<file path="src/rtl/imem_loader_pkg.sv">
// Shared types, constants and the rolling-checksum step for the instruction
// memory loader.
package loader_pkg;

  typedef enum logic [2:0] {
    S_IDLE   = 3'd0,
    S_LOAD   = 3'd1,
    S_VERIFY = 3'd2,
    S_RUN    = 3'd3,
    S_ERR    = 3'd4
  } state_t;

  localparam logic [1:0] ERR_NONE = 2'b00;
  localparam logic [1:0] ERR_LEN  = 2'b01;
  localparam logic [1:0] ERR_CSUM = 2'b10;

  // Cycles from a registered ren_ext to rdata_ext being valid.
  localparam int IMEM_RD_LAT = 1;

  localparam int CSUM_MAX_W = 64;
  typedef logic [CSUM_MAX_W-1:0] csum_word_t;

  // Rotate-left-by-one then XOR, over the low 'width' bits; callers pass
  // zero-extended operands and truncate the result back to their width.
  function automatic csum_word_t csum_step(input csum_word_t c,
                                           input csum_word_t w,
                                           input int unsigned width);
    csum_word_t mask;
    mask = (width >= CSUM_MAX_W) ? '1
         : ((csum_word_t'(1) << width) - csum_word_t'(1));
    return (((c << 1) | (c >> (width - 1))) & mask) ^ (w & mask);
  endfunction

endpackage

</file>
<file path="src/rtl/imem_loader_csum_accum.sv">
// Rolling checksum register: synchronous clear wins over enable.
module csum_accum
  import loader_pkg::*;
#(
  parameter int DATA_W = 32
) (
  input  logic              clk,
  input  logic              arst_n,
  input  logic              clear,
  input  logic              en,
  input  logic [DATA_W-1:0] din,
  output logic [DATA_W-1:0] csum
);

  logic [DATA_W-1:0] csum_nxt;

  assign csum_nxt = DATA_W'(csum_step(csum_word_t'(csum), csum_word_t'(din), DATA_W));

  always_ff @(posedge clk or negedge arst_n) begin
    if (!arst_n) begin
      csum <= '0;
    end else if (clear) begin
      csum <= '0;
    end else if (en) begin
      csum <= csum_nxt;
    end
  end

endmodule

</file>
<file path="src/rtl/imem_loader.sv">
// Boot-time loader: streams an image into instruction memory, optionally reads
// it back against a rolling checksum, then enables the cpu until halted.
module imem_loader
  import loader_pkg::*;
#(
  parameter int ADDR_W = 9,
  parameter int DATA_W = 32,
  parameter int VERIFY = 1
) (
  input  logic              clk,
  input  logic              arst_n,
  input  logic              start,
  input  logic [ADDR_W:0]   prog_len,
  input  logic              halt,
  input  logic              s_valid,
  input  logic [DATA_W-1:0] s_data,
  output logic              s_ready,
  output logic [63:0]       addr_ext,
  output logic              wen_ext,
  output logic              ren_ext,
  output logic [DATA_W-1:0] wdata_ext,
  input  logic [DATA_W-1:0] rdata_ext,
  output logic              cpu_enable,
  output logic              busy,
  output logic              error,
  output logic [1:0]        err_code,
  output logic [DATA_W-1:0] checksum,
  output logic [2:0]        dbg_state
);

  localparam logic [ADDR_W:0] DEPTH   = {1'b1, {ADDR_W{1'b0}}};
  localparam logic [ADDR_W:0] CNT_ONE = (ADDR_W+1)'(1);
  localparam int              PAD_W   = 64 - ADDR_W - 2;

  state_t state_q, state_d;

  logic [ADDR_W:0]        len_q;
  logic [ADDR_W:0]        len_m1;
  logic [ADDR_W:0]        wr_cnt_q;
  logic [ADDR_W:0]        rd_cnt_q;
  logic [ADDR_W:0]        cap_cnt_q;
  logic [ADDR_W-1:0]      word_addr_q;
  logic [IMEM_RD_LAT-1:0] rd_pipe_q;
  logic [DATA_W-1:0]      ver_csum;

  logic       len_ok;
  logic       hs;
  logic       last_wr;
  logic       rd_issue;
  logic       cap;
  logic       last_cap;
  logic       csum_match;
  logic       start_load;
  logic       err_load;
  logic [1:0] err_val;

  // Stream handshake: a word transfers on every rising edge where s_valid and
  // s_ready are both high. s_ready depends only on state, never on s_valid,
  // and the source must hold s_data stable while s_valid is high.
  assign s_ready = (state_q == S_LOAD);
  assign hs      = s_valid && s_ready;

  assign len_ok   = (prog_len != '0) && (prog_len <= DEPTH);
  assign len_m1   = len_q - CNT_ONE;
  assign last_wr  = hs && (wr_cnt_q == len_m1);
  assign rd_issue = (state_q == S_VERIFY) && (rd_cnt_q != len_q);
  assign cap      = (state_q == S_VERIFY) && rd_pipe_q[IMEM_RD_LAT-1];
  assign last_cap = cap && (cap_cnt_q == len_m1);

  // The verify register lags the word being captured, so fold it in here.
  assign csum_match = (DATA_W'(csum_step(csum_word_t'(ver_csum),
                                         csum_word_t'(rdata_ext), DATA_W)) == checksum);

  assign addr_ext  = {{PAD_W{1'b0}}, word_addr_q, 2'b00};
  assign busy      = (state_q == S_LOAD) || (state_q == S_VERIFY);
  assign error     = (state_q == S_ERR);
  assign dbg_state = state_q;

  always_comb begin
    state_d    = state_q;
    start_load = 1'b0;
    err_load   = 1'b0;
    err_val    = ERR_NONE;
    case (state_q)
      S_IDLE, S_ERR: begin
        if (start) begin
          if (len_ok) begin
            state_d    = S_LOAD;
            start_load = 1'b1;
          end else begin
            state_d  = S_ERR;
            err_load = 1'b1;
            err_val  = ERR_LEN;
          end
        end
      end
      S_LOAD: begin
        if (last_wr) begin
          state_d = (VERIFY != 0) ? S_VERIFY : S_RUN;
        end
      end
      S_VERIFY: begin
        if (last_cap) begin
          if (csum_match) begin
            state_d = S_RUN;
          end else begin
            state_d  = S_ERR;
            err_load = 1'b1;
            err_val  = ERR_CSUM;
          end
        end
      end
      S_RUN: begin
        if (halt) begin
          state_d = S_IDLE;
        end
      end
      default: state_d = S_IDLE;
    endcase
  end

  always_ff @(posedge clk or negedge arst_n) begin
    if (!arst_n) begin
      state_q <= S_IDLE;
    end else begin
      state_q <= state_d;
    end
  end

  always_ff @(posedge clk or negedge arst_n) begin
    if (!arst_n) begin
      len_q       <= '0;
      wr_cnt_q    <= '0;
      rd_cnt_q    <= '0;
      cap_cnt_q   <= '0;
      word_addr_q <= '0;
      rd_pipe_q   <= '0;
      wen_ext     <= 1'b0;
      ren_ext     <= 1'b0;
      wdata_ext   <= '0;
      cpu_enable  <= 1'b0;
      err_code    <= ERR_NONE;
    end else begin
      wen_ext    <= hs;
      ren_ext    <= rd_issue;
      rd_pipe_q  <= IMEM_RD_LAT'({rd_pipe_q, ren_ext});
      cpu_enable <= (state_q == S_RUN) && !halt;

      if (start_load) begin
        len_q     <= prog_len;
        wr_cnt_q  <= '0;
        rd_cnt_q  <= '0;
        cap_cnt_q <= '0;
      end else begin
        if (hs)       wr_cnt_q  <= wr_cnt_q + CNT_ONE;
        if (rd_issue) rd_cnt_q  <= rd_cnt_q + CNT_ONE;
        if (cap)      cap_cnt_q <= cap_cnt_q + CNT_ONE;
      end

      // Writes and reads live in different states, so they never collide.
      if (hs) begin
        word_addr_q <= wr_cnt_q[ADDR_W-1:0];
        wdata_ext   <= s_data;
      end else if (rd_issue) begin
        word_addr_q <= rd_cnt_q[ADDR_W-1:0];
      end

      if (start_load) begin
        err_code <= ERR_NONE;
      end else if (err_load) begin
        err_code <= err_val;
      end
    end
  end

  csum_accum #(.DATA_W(DATA_W)) u_load_csum (
    .clk    (clk),
    .arst_n (arst_n),
    .clear  (start_load),
    .en     (hs),
    .din    (s_data),
    .csum   (checksum)
  );

  csum_accum #(.DATA_W(DATA_W)) u_verify_csum (
    .clk    (clk),
    .arst_n (arst_n),
    .clear  (start_load),
    .en     (cap),
    .din    (rdata_ext),
    .csum   (ver_csum)
  );

endmodule

</file>
<file path="config.mk">
export PLATFORM = sky130hd
export DESIGN_NAME = imem_loader
export DESIGN_NICKNAME = d
export VERILOG_FILES = /design/src/rtl/imem_loader_pkg.sv /design/src/rtl/imem_loader_csum_accum.sv /design/src/rtl/imem_loader.sv
export SDC_FILE = /design/constraint.sdc
export NUM_CORES = 1
export LEC_CHECK = 0
export CORE_MARGIN = 1.5
export CORE_UTILIZATION = 45
export DETAILED_ROUTE_END_ITERATION = 8
export MAX_ROUTING_LAYER = met4
export PLACE_DENSITY = 0.77
export SLEW_MARGIN = 20
export SYNTH_ARGS = -nofsm -noshare
export SYNTH_HDL_FRONTEND = slang
export SYNTH_HIERARCHICAL = 1
export SYNTH_SLANG_ARGS = --single-unit
export TNS_END_PERCENT = 5
</file>
<file path="constraint.sdc">
create_clock -name clk -period 3.5 [get_ports clk]
set_input_delay 0.7 -clock clk [delete_from_list [all_inputs] [get_ports clk]]
set_output_delay 0.7 -clock clk [all_outputs]
set_load 0.02 [all_outputs]
</file>
## Word-level counts from Yosys, hierarchy flattened

Index checks and enable logic that the tools add are counted.

- Output and inout bits: 139
- Register bits after elaboration: 154
- Logic and storage cells: 87
- Input bits: 79

- Eq/ne operators: 12
- $lt $le $gt $ge: 1
- Reductions and logical operators: 18
- Add/sub/neg operators: 4
- Bitwise logic cells: 4
- Mux-type cells: 34

Operators by type and width:

| kind | number |
|---|---|
| $mux 32 | 4 |
| $or 32x1->32 | 2 |
| $xor 32x32->32 | 2 |
| $mux 10 | 6 |
| $eq 32x32->1 | 1 |
| $add 10x1->10 const B | 3 |
| $eq 10x10->1 | 2 |
| $mux 3 | 6 |
| $mux 9 | 2 |
| $pmux 3 s4 | 1 |
| $le 10x10->1 const B | 1 |
| $ne 10x10->1 | 1 |
| $reduce_bool 10->1 | 1 |
| $reduce_bool 2->1 | 5 |
| $sub 10x1->10 const B | 1 |
| $mux 1 | 9 |
| $mux 2 | 4 |
| $logic_and 1x1->1 | 7 |
| $eq 3x2->1 const B | 2 |
| $ne 2x2->1 const B | 3 |
| $pmux 2 s2 | 1 |
| $reduce_and 4->1 | 1 |
| $eq 3x1->1 const B | 1 |
| $eq 3x3->1 const B | 1 |
| 6 further kinds | 6 |

## Longest topological paths before layout

- Depth in word-level cells: 8
- Depth in mapped cells: 10
- Gate-level depth less buffers: 9

## Cells and area by module

Netlist, hierarchy kept.

Modules (own cells, without submodules):

| module | area each (um2) | cells each | times used | sequential area each (um2) |
|---|---|---|---|---|
| imem_loader | 5,743.0 | 538 | 1 | 2,252.2 |
| csum_accum | 1,664.1 | 138 | 2 | 800.8 |

## Least setup slack after synthesis

Ideal clock, no wire load.

- Path type: input -> register
- Start: input port prog_len[2]
- End: register u_load_csum.csum[29]
- Data required time: 3,369 ps
- Setup slack: 776 ps
- Data arrival time: 2,593 ps
- Stages: 8
- Setup time: 131 ps
- Path buffers: 3
- Path through: nor4_1 -> nand3_1 -> xor2_1 -> and3_1 -> clkbuf_1 -> buf_1 -> buf_2 -> a211oi_1

- Cells in the longest elaborated chain, start to end: 6
- Elaborated cells between the ends (all ways): 8
- Classes of those cells: order compare: 1; mux: 4; reduce/logical: 3

Ends and longest elaborated chain:

| element | RTL line | RTL |
|---|---|---|
| start, declared | imem_loader.sv:13 | `input logic [ADDR_W:0] prog_len,` |
| $le 10x10->1 / $reduce_bool 10->1 (equally long branches) | imem_loader.sv:63 | `assign len_ok = (prog_len != '0) && (prog_len <= DEPTH);` |
| $logic_and 1x1->1 (*) | imem_loader.sv:63 |  |
| $mux 1 (*) | imem_loader.sv:87 | `if (len_ok) begin` |
| $mux 1 (*) | imem_loader.sv:86 | `if (start) begin` |
| $mux 1 (*) | imem_loader.sv:84 | `case (state_q)` |
| via start_load | imem_loader.sv:53 | `logic start_load;` |
| $mux 32 / $reduce_bool 2->1 (equally long branches) | - |  |
| end signal, assigned | imem_loader_csum_accum.sv:25 | `csum <= csum_nxt;` |
| end, declared | imem_loader_csum_accum.sv:12 | `output logic [DATA_W-1:0] csum` |

Mark *: on every way through the listed nets, which the timed path passes. The rest lies on a longest branch.
A chain may end at the register's enable or synchronous reset.

## Worst setup path after layout

- Start: register len_q[0]
- End: register err_code[0]

- Cells in the longest elaborated chain, start to end: 7
- Elaborated cells between the ends (all ways): 10
- Classes of those cells: add/sub: 1; eq/ne: 1; mux: 6; reduce/logical: 2

Ends and longest elaborated chain:

| element | RTL line | RTL |
|---|---|---|
| start, declared | imem_loader.sv:37 | `logic [ADDR_W:0] len_q;` |
| start signal, assigned | imem_loader.sv:150 | `len_q <= prog_len;` |
| $sub 10x1->10 (*) | imem_loader.sv:64 | `assign len_m1 = len_q - CNT_ONE;` |
| $eq 10x10->1 (*) | imem_loader.sv:68 | `assign last_cap = cap && (cap_cnt_q == len_m1);` |
| $logic_and 1x1->1 (*) | imem_loader.sv:68 |  |
| $mux 2 | imem_loader.sv:103 | `if (last_cap) begin` |
| $pmux 2 s2 | imem_loader.sv:84 |  |
| $mux 2 | imem_loader.sv:170 | `end else if (err_load) begin` |
| $mux 2 | imem_loader.sv:168 | `if (start_load) begin` |
| end signal, assigned | imem_loader.sv:171 | `err_code <= err_val;` |
| end, declared | imem_loader.sv:26 | `output logic [1:0] err_code,` |

Every way passes the cells marked *; elsewhere a longest branch is shown, timed or not. The select of a mux whose other input is x is not followed.

==> qor.txt <==
Yosys cell types: 55
Postcts setup bufs: 0
Root buf cell: clkbuf_16
Number of synthesized flops with an enable pin: 0
CTS Hold Buffers Added: 0
CP max FO: 10
CTS resizes: 0
Die W: 145.0 µm
Mux share of post-synthesis cell area: 6.138%
Post-synthesis xor/xnor area fraction: 19.39%
Avg Inst Size Synth: 11.14 µm²
First DRT Iteration DRCs: 395
IO Pins: 218
Layout cell share with drive strength beyond 1: 15.26%
P&R area growth vs syn: 24.51%
Nets: 1,040
Clock Latency Late Sink: 0.44 ns
Via Count: 6,379
Antenna diode count: 0
Die Ht: 145.0 µm
Largest family of logic cells by synthesized area: XOR/XNOR gates
Post-Synth Simple-Gate Area: 11.61%
Final wirelength: 20,950 µm
Peak VDD IR: 0.4958 mV
Slew HR: 45.05%
Yosys warning count: 6
CTS tree: built
H-tree levels: 4
Power per cell area: 665.1 mW/mm²
Pleak: 4.564 nW
# rows: 51
GRT overflow: 0
Starting Density: 46.31%
Placed cell count: 1,203
Worst Setup End Kind: flip-flop
Drt wl/cell: 16.96 µm
Worst setup SP type: flip-flop
Total global-route track usage: 21.02%
Slew of the pin with the lowest slew margin: 0.8204 ns
Core area: 0.01959 mm²
FF+latch count, synth: 154
Clk pin slew, worst setup/hold paths: 0.08 ns
Asr flop ratio synth: 100.0%
Max-cap violations: 0
Clock buffer depth: 2
Antenna viol nets, final: 0
Finished Layout Cells: 1,235
Final setup vio count: 0
Compound-Gate Fraction of Synth Area: 11.83%
Vias per cell: 5.165
Critical Setup Path Class: reg -> reg
Crit path DAT: 3.19 ns
Sequential area share after synthesis: 42.48%
Part of the cycle the worst path needs: 81.79%
Final Hold Vio Count: 0
Slew Viols, Final: 0
Netlist Area Pre-Place: 0.009071 mm²
# fillers: 1,670
Final min period: 2.863 ns
Most frequent cells in the layout: clkdlybuf4s50_1, dfrtp_1, nor2_1, xnor2_1, a211oi_2
Worst Clk Skew: 0.01090 ns
RD Place Congestion: 0.8707
Unrepaired setup endpoints after global routing: false
TritonCTS buffer count: 17
Initial antenna violation count: 0
Clock sink count: 154
Most common cell after layout, fill and taps aside: clkdlybuf4s50_1
FMAX: 0.3493 GHz
Die ar.: 0.02102 mm²
First-pass GRT wire length: 34,150 µm
DR pass1 iterations: 5
Drc violations: 0
Detail Placement HPWL: 14,760 µm
Util after Layout: 57.65%
Total negative slack: 0 ns
Number of global-route vias before repair: 6,378
Status: finished, final reports clean
Adder and majority cell fraction of the synthesized area: 0.5517%
Number of I/O port buffers: 162
Hold crit path type: in -> async
Post-Syn Instances: 814
Largest net degree at the start of global routing: 77
Synth Flop Type: dfrtp_1
CP required: 3.83 ns
==> layout make-up <==
cell class	instances	area (µm²)	share of cell area, %
multi-input cells	605	4721	41.80
flip-flops and latches	154	3854	34.12
repair buffers	173	1755	15.54
clock buffers	18	439.2	3.888
well taps	265	331.6	2.936
clock inverters	14	171.4	1.518
inverters	6	22.52	0.1994
==> cell families after synthesis <==
family,count (synthesis)
AOI/OAI and AO/OA,113
xor gates and xnor gates,160
adders and majority gates,4
buffers and inverters,109
DFF,154
muxes,51
other,1
and+or+nand+nor,222
==> critical path, cell delays in order, from the launching register on <==
cell     delay (ns)
dfrtp_1        0.49
inv_1          0.12
ha_1           0.28
nor3b_2        0.57
and3_1         0.32
xnor2_1        0.13
o21ai_0        0.12
nor4_2         0.33
nand2_1        0.16
a31o_1         0.25
==> path summary, 6_finish.rpt <==
| path | start | endpoint | slack [ns] | cells past startpoint |
|---|---|---|---|---|
| max | len_q[0] | err_code[0] | 0.64 | 9 |
| min | arst_n | u_load_csum/csum[22] | 0.22 | 1 |
| max reg2reg | len_q[0] | err_code[0] | 0.64 | 9 |
| min reg2reg | ren_ext | rd_pipe_q | 0.47 | 0 |
| max in group asynchronous | arst_n | len_q[7] | 2.44 | 2 |
| min in group clk | ren_ext | rd_pipe_q | 0.47 | 0 |
==> state kept, by name, indices dropped and copies added, names as in the netlist, 2 cells and up <==
| name | count |
|---|---|
| u_load_csum/csum | 32 |
| u_verify_csum/csum | 32 |
| wdata_ext | 32 |
| cap_cnt_q | 10 |
| len_q | 10 |
| rd_cnt_q | 10 |
| wr_cnt_q | 10 |
| word_addr_q | 9 |
| dbg_state | 3 |
| err_code | 2 |
==> synthesized netlist by cell type (5+ instances only) <==
master / n / share of area, %
xnor3_1: 26 / 6.5
buf_1: 7 / 0.29
xor2_1: 35 / 3.4
nand2_1: 42 / 1.7
nand4_1: 13 / 0.90
nand3_1: 7 / 0.39
nor4_1: 8 / 0.55
mux2_2: 37 / 4.6
nand2b_1: 5 / 0.34
buf_4: 61 / 5.0
a211oi_2: 56 / 7.7
buf_6: 9 / 1.1
and3_1: 13 / 0.90
nor2_1: 110 / 4.6
clkbuf_1: 14 / 0.58
o21ai_0: 19 / 1.0
a211oi_1: 8 / 0.66
dfrtp_1: 154 / 42
mux2i_1: 14 / 1.5
buf_2: 11 / 0.61
xnor2_1: 99 / 9.6
inv_1: 6 / 0.25
a21oi_1: 9 / 0.50
==> layer usage <==
layer / vias up / global-route usage, % / wire length (µm)
met3: 32 / 4.843 / 1052
met1: 3151 / 27.95 / 9562
met2: 213 / 31.89 / 9948
met5: - / - / 0
met4: 0 / 6.701 / 384
li1: 2983 / - / -
==> report_power, final <==
part	total (mW)	switching, mW	internal [mW]
logic	2.88	1.39	1.48
registers	2.69	0.503	2.18
clock network	1.95	0.848	1.10
total	7.51	2.74	4.77
==> per-stage QoR <==
step	setup WS [ns]	total power, mW	area [µm²]	hold slack (ns)
after detailed placement	0.4614	5.582	10680	0.4473
after CTS	0.6661	7.561	11290	0.2526
after global routing	0.3535	7.865	11290	0.2721
final	0.6372	7.512	11290	0.2195
after global placement	0.5168	5.531	10680	0.4493
after floorplan	0.7762	4.392	9274	0.4044
Note: power is estimated with default switching activity, not from simulation.
